===== src/rtl/conv_col_sequencer.sv =====
// Column sequencer for the 3x3 convolution kernel: buffers two previous rows,
// pushes one masked column per accepted pixel and two drain pushes per frame.
package conv_pkg;
    localparam int PIXEL_W           = 8;
    localparam int KERNEL_DIAMETER_N = 3;
    localparam int KERNEL_POS_W      = 4;

    typedef logic [PIXEL_W-1:0]                          pixel_t;
    typedef logic [KERNEL_DIAMETER_N-1:0][PIXEL_W-1:0]   pixel_span_t;
    typedef logic [KERNEL_POS_W-1:0]                     kernel_pos_t;
endpackage

module conv_col_sequencer #(
    parameter int IMAGE_W = 16,
    parameter int IMAGE_H = 8
) (
    input  logic                                                      clk,
    input  logic                                                      arst_n,
    input  logic                                                      in_vld_i,
    input  logic [conv_pkg::PIXEL_W-1:0]                              in_dat_i,
    output logic                                                      in_rdy_o,
    output logic                                                      col_push_o,
    output logic [conv_pkg::KERNEL_DIAMETER_N-1:0]                    col_vld_o,
    output logic [conv_pkg::KERNEL_DIAMETER_N*conv_pkg::PIXEL_W-1:0]  col_dat_o,
    output logic [conv_pkg::KERNEL_POS_W-1:0]                         col_pos_o,
    output logic                                                      busy_o
);
    import conv_pkg::*;

    localparam int XW = $clog2(IMAGE_W);
    localparam int YW = $clog2(IMAGE_H);
    localparam int KD = KERNEL_DIAMETER_N;

    localparam logic [XW-1:0] X_LAST = XW'(IMAGE_W - 1);
    localparam logic [YW-1:0] Y_LAST = YW'(IMAGE_H - 1);

    localparam logic [1:0] IDLE   = 2'd0;
    localparam logic [1:0] ACTIVE = 2'd1;
    localparam logic [1:0] FLUSH0 = 2'd2;
    localparam logic [1:0] FLUSH1 = 2'd3;

    logic [1:0]    state;
    logic [1:0]    state_nxt;
    logic [XW-1:0] x;
    logic [YW-1:0] y;

    pixel_t lb1 [IMAGE_W];
    pixel_t lb0 [IMAGE_W];

    logic        accept;
    logic        row1_ok;
    logic        row2_ok;
    logic        sof;
    logic        sol;
    logic        eol;
    logic        eof;
    pixel_span_t col_nxt;
    kernel_pos_t pos_nxt;

    logic          col_push_p1;
    logic [KD-1:0] col_vld_p1;
    pixel_span_t   col_dat_p1;
    kernel_pos_t   col_pos_p1;

    function automatic pixel_t mask_row(input logic keep, input pixel_t pix);
        return keep ? pix : '0;
    endfunction

    function automatic kernel_pos_t pack_pos(input logic f_sof, input logic f_sol,
                                             input logic f_eol, input logic f_eof);
        return {f_eof, f_eol, f_sol, f_sof};
    endfunction

    assign in_rdy_o = (state == IDLE) || (state == ACTIVE);
    assign busy_o   = (state != IDLE);
    assign accept   = in_vld_i & in_rdy_o;

    always_comb begin
        row1_ok    = (y >= YW'(1));
        row2_ok    = (y >= YW'(2));
        sol        = (x == '0);
        sof        = sol && (y == '0);
        eol        = (x == X_LAST);
        eof        = eol && (y == Y_LAST);
        col_nxt    = '0;
        col_nxt[2] = in_dat_i;
        col_nxt[1] = mask_row(row1_ok, lb1[x]);
        col_nxt[0] = mask_row(row2_ok, lb0[x]);
        pos_nxt    = pack_pos(sof, sol, eol, eof);
    end

    always_comb begin
        state_nxt = state;
        case (state)
            IDLE:    if (accept) state_nxt = eof ? FLUSH0 : ACTIVE;
            ACTIVE:  if (accept && eof) state_nxt = FLUSH0;
            FLUSH0:  state_nxt = FLUSH1;
            FLUSH1:  state_nxt = IDLE;
            default: state_nxt = IDLE;
        endcase
    end

    // p0: frame position counters and control state
    always_ff @(posedge clk or negedge arst_n) begin
        if (!arst_n) begin
            state <= IDLE;
            x     <= '0;
            y     <= '0;
        end else begin
            state <= state_nxt;
            if (accept) begin
                if (eol) begin
                    x <= '0;
                    y <= (y == Y_LAST) ? '0 : y + YW'(1);
                end else begin
                    x <= x + XW'(1);
                end
            end
        end
    end

    // Line buffers shift one row down per accepted pixel; contents need no reset
    always_ff @(posedge clk) begin
        if (accept) begin
            lb0[x] <= lb1[x];
            lb1[x] <= in_dat_i;
        end
    end

    // p1: registered column push into the kernel stage
    always_ff @(posedge clk or negedge arst_n) begin
        if (!arst_n) begin
            col_push_p1 <= 1'b0;
            col_vld_p1  <= '0;
            col_dat_p1  <= '0;
            col_pos_p1  <= '0;
        end else if (accept) begin
            col_push_p1 <= 1'b1;
            col_vld_p1  <= {1'b1, row1_ok, row2_ok};
            col_dat_p1  <= col_nxt;
            col_pos_p1  <= pos_nxt;
        end else begin
            col_push_p1 <= (state == FLUSH0) || (state == FLUSH1);
            col_vld_p1  <= '0;
            col_dat_p1  <= '0;
            col_pos_p1  <= '0;
        end
    end

    assign col_push_o = col_push_p1;
    assign col_vld_o  = col_vld_p1;
    assign col_dat_o  = col_dat_p1;
    assign col_pos_o  = col_pos_p1;

endmodule

===== config.mk =====
export PLATFORM = sky130hd
export DESIGN_NAME = conv_col_sequencer
export DESIGN_NICKNAME = d
export VERILOG_FILES = /design/src/rtl/conv_col_sequencer.sv
export SDC_FILE = /design/constraint.sdc
export NUM_CORES = 1
export LEC_CHECK = 0
export ABC_AREA = 0
export BUFFER_PORTS_ARGS = -buffer_cell sky130_fd_sc_hd__buf_2
export CORE_UTILIZATION = 45
export CTS_CLUSTER_DIAMETER = 60
export DETAILED_ROUTE_END_ITERATION = 8
export PLACE_DENSITY = 0.61
export SLEW_MARGIN = 20
export SYNTH_ARGS = -nofsm -noshare
export SYNTH_HDL_FRONTEND = slang
export SYNTH_SLANG_ARGS = --single-unit

===== constraint.sdc =====
create_clock -name clk -period 3.7 [get_ports clk]
set_input_delay 0.555 -clock clk [delete_from_list [all_inputs] [get_ports clk]]
set_output_delay 0.555 -clock clk [all_outputs]
set_load 0.01 [all_outputs]

# == After elaboration in Yosys (flattened, before gate mapping) ==
# Memory sizes are Yosys's and may differ from the RTL's.
# Index checks and enable logic that the tools add are counted.
# totals
ramBits,256
n_memories,2
word_cells,48
input_bits,11
ff_bits,41
out_inout_bits,34
# memory_table
name,depth,word_bits,rd,rd_ports_with_merged_regs,write_ports,line_no,source
lb0,16,8,1,0,1,48,pixel_t lb0 [IMAGE_W];
lb1,16,8,1,0,1,47,pixel_t lb1 [IMAGE_W];
# classes
n_addsub,2
mux,14
reduce_logical,11
magnitude_cmp,2
eq_ne,7
bitwise_logic,1
# ops
operator,count
$mux 24,1
$mux 8,2
$mux 4,2
$pmux 2 s4,1
$mux 2,3
$mux 3,2
$add 4x1->4 const B,1
$eq 2x2->1 const B,2
$eq 4x4->1 const B,1
$logic_not 4->1,1
$reduce_and 2->1,2
$add 3x1->3 const B,1
$eq 3x3->1 const B,1
$ge 3x1->1 const B,1
$ge 3x2->1 const B,1
$logic_and 1x1->1,3
$logic_not 3->1,1
$mux 1,3
$eq 2x1->1 const B,1
$logic_not 2->1,1
$logic_or 1x1->1,2
$ne 2x1->1 const B,1
$ne 2x2->1 const B,1
$reduce_bool 2->1,1
$and 1x1->1,1

# == Depth between registers and ports, before layout ==
# depth
word_depth,6
depth_mapped,9
mapped_depth_nobuf,8

# == Worst setup path before layout ==
# Ideal clock, no wire load.
# synth_timing
path_type,reg-to-reg
from,reg x[0]
to,"mem lb0[0][0] in the netlist's numbering, enable pin"
n_path_buf,3
period_less_slack_ps,2962
setup_time_ps,413
t_required_ps,3287
arrival_time_ps,2550
stages_incl_launch_ff,8
slack_ps,738
path_cell_list,dfrtp_1 buf_4 buf_2 inv_2 buf_4 ha_1 nand2_1 nor3_1
# synth_rtl
item,line_no,source
from (decl),44,logic [XW-1:0] x;
from (signal assigned),116,x <= x + XW'(1);
to (decl),48,
# Straight into the memory's write port.

# == Worst setup path after layout ==
# layout_timing
from,reg state[1]
to,"mem lb0[0][6] in the netlist's numbering, enable pin"
# layout_via
elab_chain_cells,5
elab_cells_between_ends,6
cone_classes,eq/ne (1); mux (2); bitwise (1); reduce/logical (2)
# layout_lines
item,line_no,source
from (decl),42,logic [1:0] state;
from (signal assigned),110,state <= state_nxt;
$eq 2x1->1 or $logic_not 2->1 (tied branches),74,assign in_rdy_o = (state == IDLE) || (state == ACTIVE);
$logic_or 1x1->1 (*),74,
$and 1x1->1 (*),76,assign accept = in_vld_i & in_rdy_o;
$mux 1 (*),124,if (accept) begin
$mux 1 (implied by the code) (*),125,lb0[x] <= lb1[x];
# Every way passes the cells marked *; elsewhere a longest branch is shown, timed or not.

==> qor.txt <==
Status -> finished clean
Routability cong. -> 0.756
Antenna violations before repair -> 0
Startpoint Class -> register
Combinational share of power -> 25.5%
Via count -> 5469
Top post-synthesis cells by area -> edfxtp_1, mux4_2, dfrtp_1
Remaining Overflow, GRT -> 0
Setup Skew -> 0.0194 ns
Post-Syn Area per Cell -> 21.3 um^2
Clk buf depth -> 3
Die Y -> 162 um
Final Power -> 10500 uW
Final instance area -> 0.0133 mm^2
Share of cells above drive strength 1 -> 34.1%
Post-DP Area -> 0.0123 mm^2
Wire length per cell -> 24.5 um
#FFs+latches synth -> 297
Post-synth ARST share -> 13.8%
Filler cell count -> 1927
Dpl cells -> 924
Synth top area share -> 66.6%
Post-route ant nets -> 0
Hold Fails Final Rpt -> 0
Diode count -> 0
Synth warn -> 0
# rows -> 58
FF/Latch Area -> 0.00872 mm^2
Final core utilization -> 52.9%
Initial drt markers -> 352
Core area -> 0.0252 mm^2
Design internal power -> 7410 uW
Vias/cell -> 5.59
CP Class -> reg -> reg
Final Cycle Share -> 77.2%
R2R depth -> 8
Clk pwr share -> 29.1%
Setup Viol. Count Final -> 0
HPWL after detailed placement -> 14700 um
Finished Layout Cells -> 978
CP Capture Type -> register
CTS tree -> built
PortBufs -> 44
DR pass1 iterations -> 4
Critical Path Fanout Max -> 20
Most frequent cells in the layout -> edfxtp_1, mux4_2, buf_2, dfrtp_1, buf_4
Peak supply drop -> 0.350 mV
Syn Nets -> 566
Initial Util -> 45.8%
Setup TNS -> 0 ns
Root buffer cell -> clkbuf_16
Nets@finish -> 650
DRC -> 0
Synth cell types -> 43
CTS Hold Buffers Added -> 0
Unrepaired setup endpoints after global routing -> no
Worst EP arrival -> 3.08 ns
Switching Power -> 3050 uW
Area of the multi-input gates -> 0.00265 mm^2
Ys flop type -> edfxtp_1
Clk Latency, worst-skew pair -> 0.55 ns
Max-slew headroom -> 36.8%
Synthesized instance count -> 541
Die area -> 0.0263 mm^2
Layout area overhead -> 15.5%
Number of synthesized flops with an enable pin -> 256
Worst-margin pin slew -> 0.949 ns
Fmax achieved -> 350 MHz
Worst hold path class -> in -> async
Leakage -> 0.00469 uW
Worst Path Required -> 3.92 ns
Post-cts sizing count -> 0
Clock sinks -> 297
Reg power frac -> 45.4%
Final wirelength -> 23900 um
Most common cell after layout, fill and taps aside -> edfxtp_1
Total GRT Usage -> 19.0%
MaxCap Viol Count -> 0
Syn Std Cell Area -> 0.0115 mm^2
Final min period -> 2.86 ns
Io pins -> 45
Htree depth -> 1
Vias in the first global route -> 5686
Die width -> 162 um
Largest net degree at the start of global routing -> 42
Switching share of power -> 29.2%
Max Slew Vio Count -> 0
Clock buffer count from CTS -> 29
Post-CTS Setup Bufs -> 0
Sequential cell area fraction in the yosys report -> 75.5%
Clk pin slew, worst setup/hold paths -> 0.06 ns
Area leader, netlist -> edfxtp_1
First-pass GRT wire length -> 35900 um
P per Cell Area -> 785 mW/mm^2
per-stage QoR:
stage | hold WS [ns] | setup WS (ns)
floorplan | 0.259 | 0.738
global placement | 0.562 | 0.878
detailed placement | 0.581 | 0.811
CTS | 0.215 | 0.795
global route | 0.0437 | 0.642
finish | 0.0120 | 0.844
final timing paths:
| check | from | to | slack, ns |
|---|---|---|---|
| max | state[1]$_DFFE_PN0P_ | lb0[0][6]$_DFFE_PP_ | 0.84 |
| min | arst_n | col_dat_o[2]$_DFF_PN0_ | 0.01 |
| max reg2reg | state[1]$_DFFE_PN0P_ | lb0[0][6]$_DFFE_PP_ | 0.84 |
| min reg2reg | y[2]$_DFFE_PN0P_ | y[2]$_DFFE_PN0P_ | 0.59 |
| max in group asynchronous | arst_n | x[1]$_DFFE_PN0N_ | 3.24 |
| min in group clk | in_vld_i | col_vld_o[1]$_DFF_PN0_ | 0.35 |
cell families (layout without fill, tap and decap cells):
| logic type | Yosys count | after routing | share of synthesized area, % |
|---|---|---|---|
| adders and majority gates | 14 | 14 | 1.52 |
| xor gates and xnor gates | 1 | 1 | 0.0759 |
| muxes | 98 | 98 | 15.6 |
| buffers and inverters | 37 | 144 | 2.16 |
| and+or+nand+nor | 60 | 60 | 2.75 |
| AOI/OAI and AO/OA | 34 | 34 | 2.36 |
| DFF | 297 | 297 | 75.5 |
flip-flops by register name (all words and copies together), names as in the netlist:
register and flops:
col_dat_o 24, col_pos_o 4, col_push_o 1, col_vld_o 3, lb0 128, lb1 128, state 2, x 4
y 3
cells in the mapped netlist, types with 2 or more instances:
| cell type | n |
|---|---|
| nor4_1 | 2 |
| nor3_1 | 4 |
| buf_2 | 8 |
| mux4_1 | 5 |
| a211oi_2 | 7 |
| ha_1 | 14 |
| o21ai_0 | 3 |
| buf_4 | 7 |
| mux2_1 | 2 |
| mux4_2 | 59 |
| nand3_1 | 3 |
| nand2_1 | 8 |
| dfrtp_1 | 41 |
| o22ai_1 | 9 |
| nor2_1 | 15 |
| inv_2 | 3 |
| inv_1 | 7 |
| buf_12 | 2 |
| a211oi_1 | 9 |
| mux2i_1 | 32 |
| and2_1 | 16 |
| buf_8 | 3 |
| buf_1 | 2 |
| or3_1 | 2 |
| edfxtp_1 | 256 |
| nand2b_1 | 2 |
| clkbuf_1 | 4 |
power by group through the flow:
stage               clock [uW]  sequential (uW)  combinational (uW)
finish                    3040             4750                2670
global route              3220             4800                2890
CTS                       3100             4760                2650
detailed placement           0             4830                2650
global placement             0             4810                2570
floorplan                    0             4600                2040
area by class of cell:
type                            instances  area share (%)
Clock buffer                           43            6.37
Clock inverter                         11            1.19
Inverter                               10           0.282
Multi-Input combinational cell        207            19.9
Sequential cell                       297            65.4
Tap cell                              330            3.10
Timing Repair Buffer                   80            3.79
routing by layer:
metal | GRT usage (%) | vias up | wire length (um)
met5 | 0 | - | 0
met4 | 5.32 | 0 | 474
met3 | 3.12 | 34 | 1390
met2 | 30.9 | 160 | 11800
met1 | 26.6 | 2903 | 10300
li1 | - | 2372 | -
worst max-delay path, stage by stage (launching register included):
cell and delay (ns):
dfrtp_1 0.41, inv_1 0.12, ha_1 0.21, or2_1 0.13, nand2_1 0.11, inv_2 0.35, nand2_1 0.25, nor3_2 0.53
buf_4 0.38
Power figures use the tool's default switching activity.
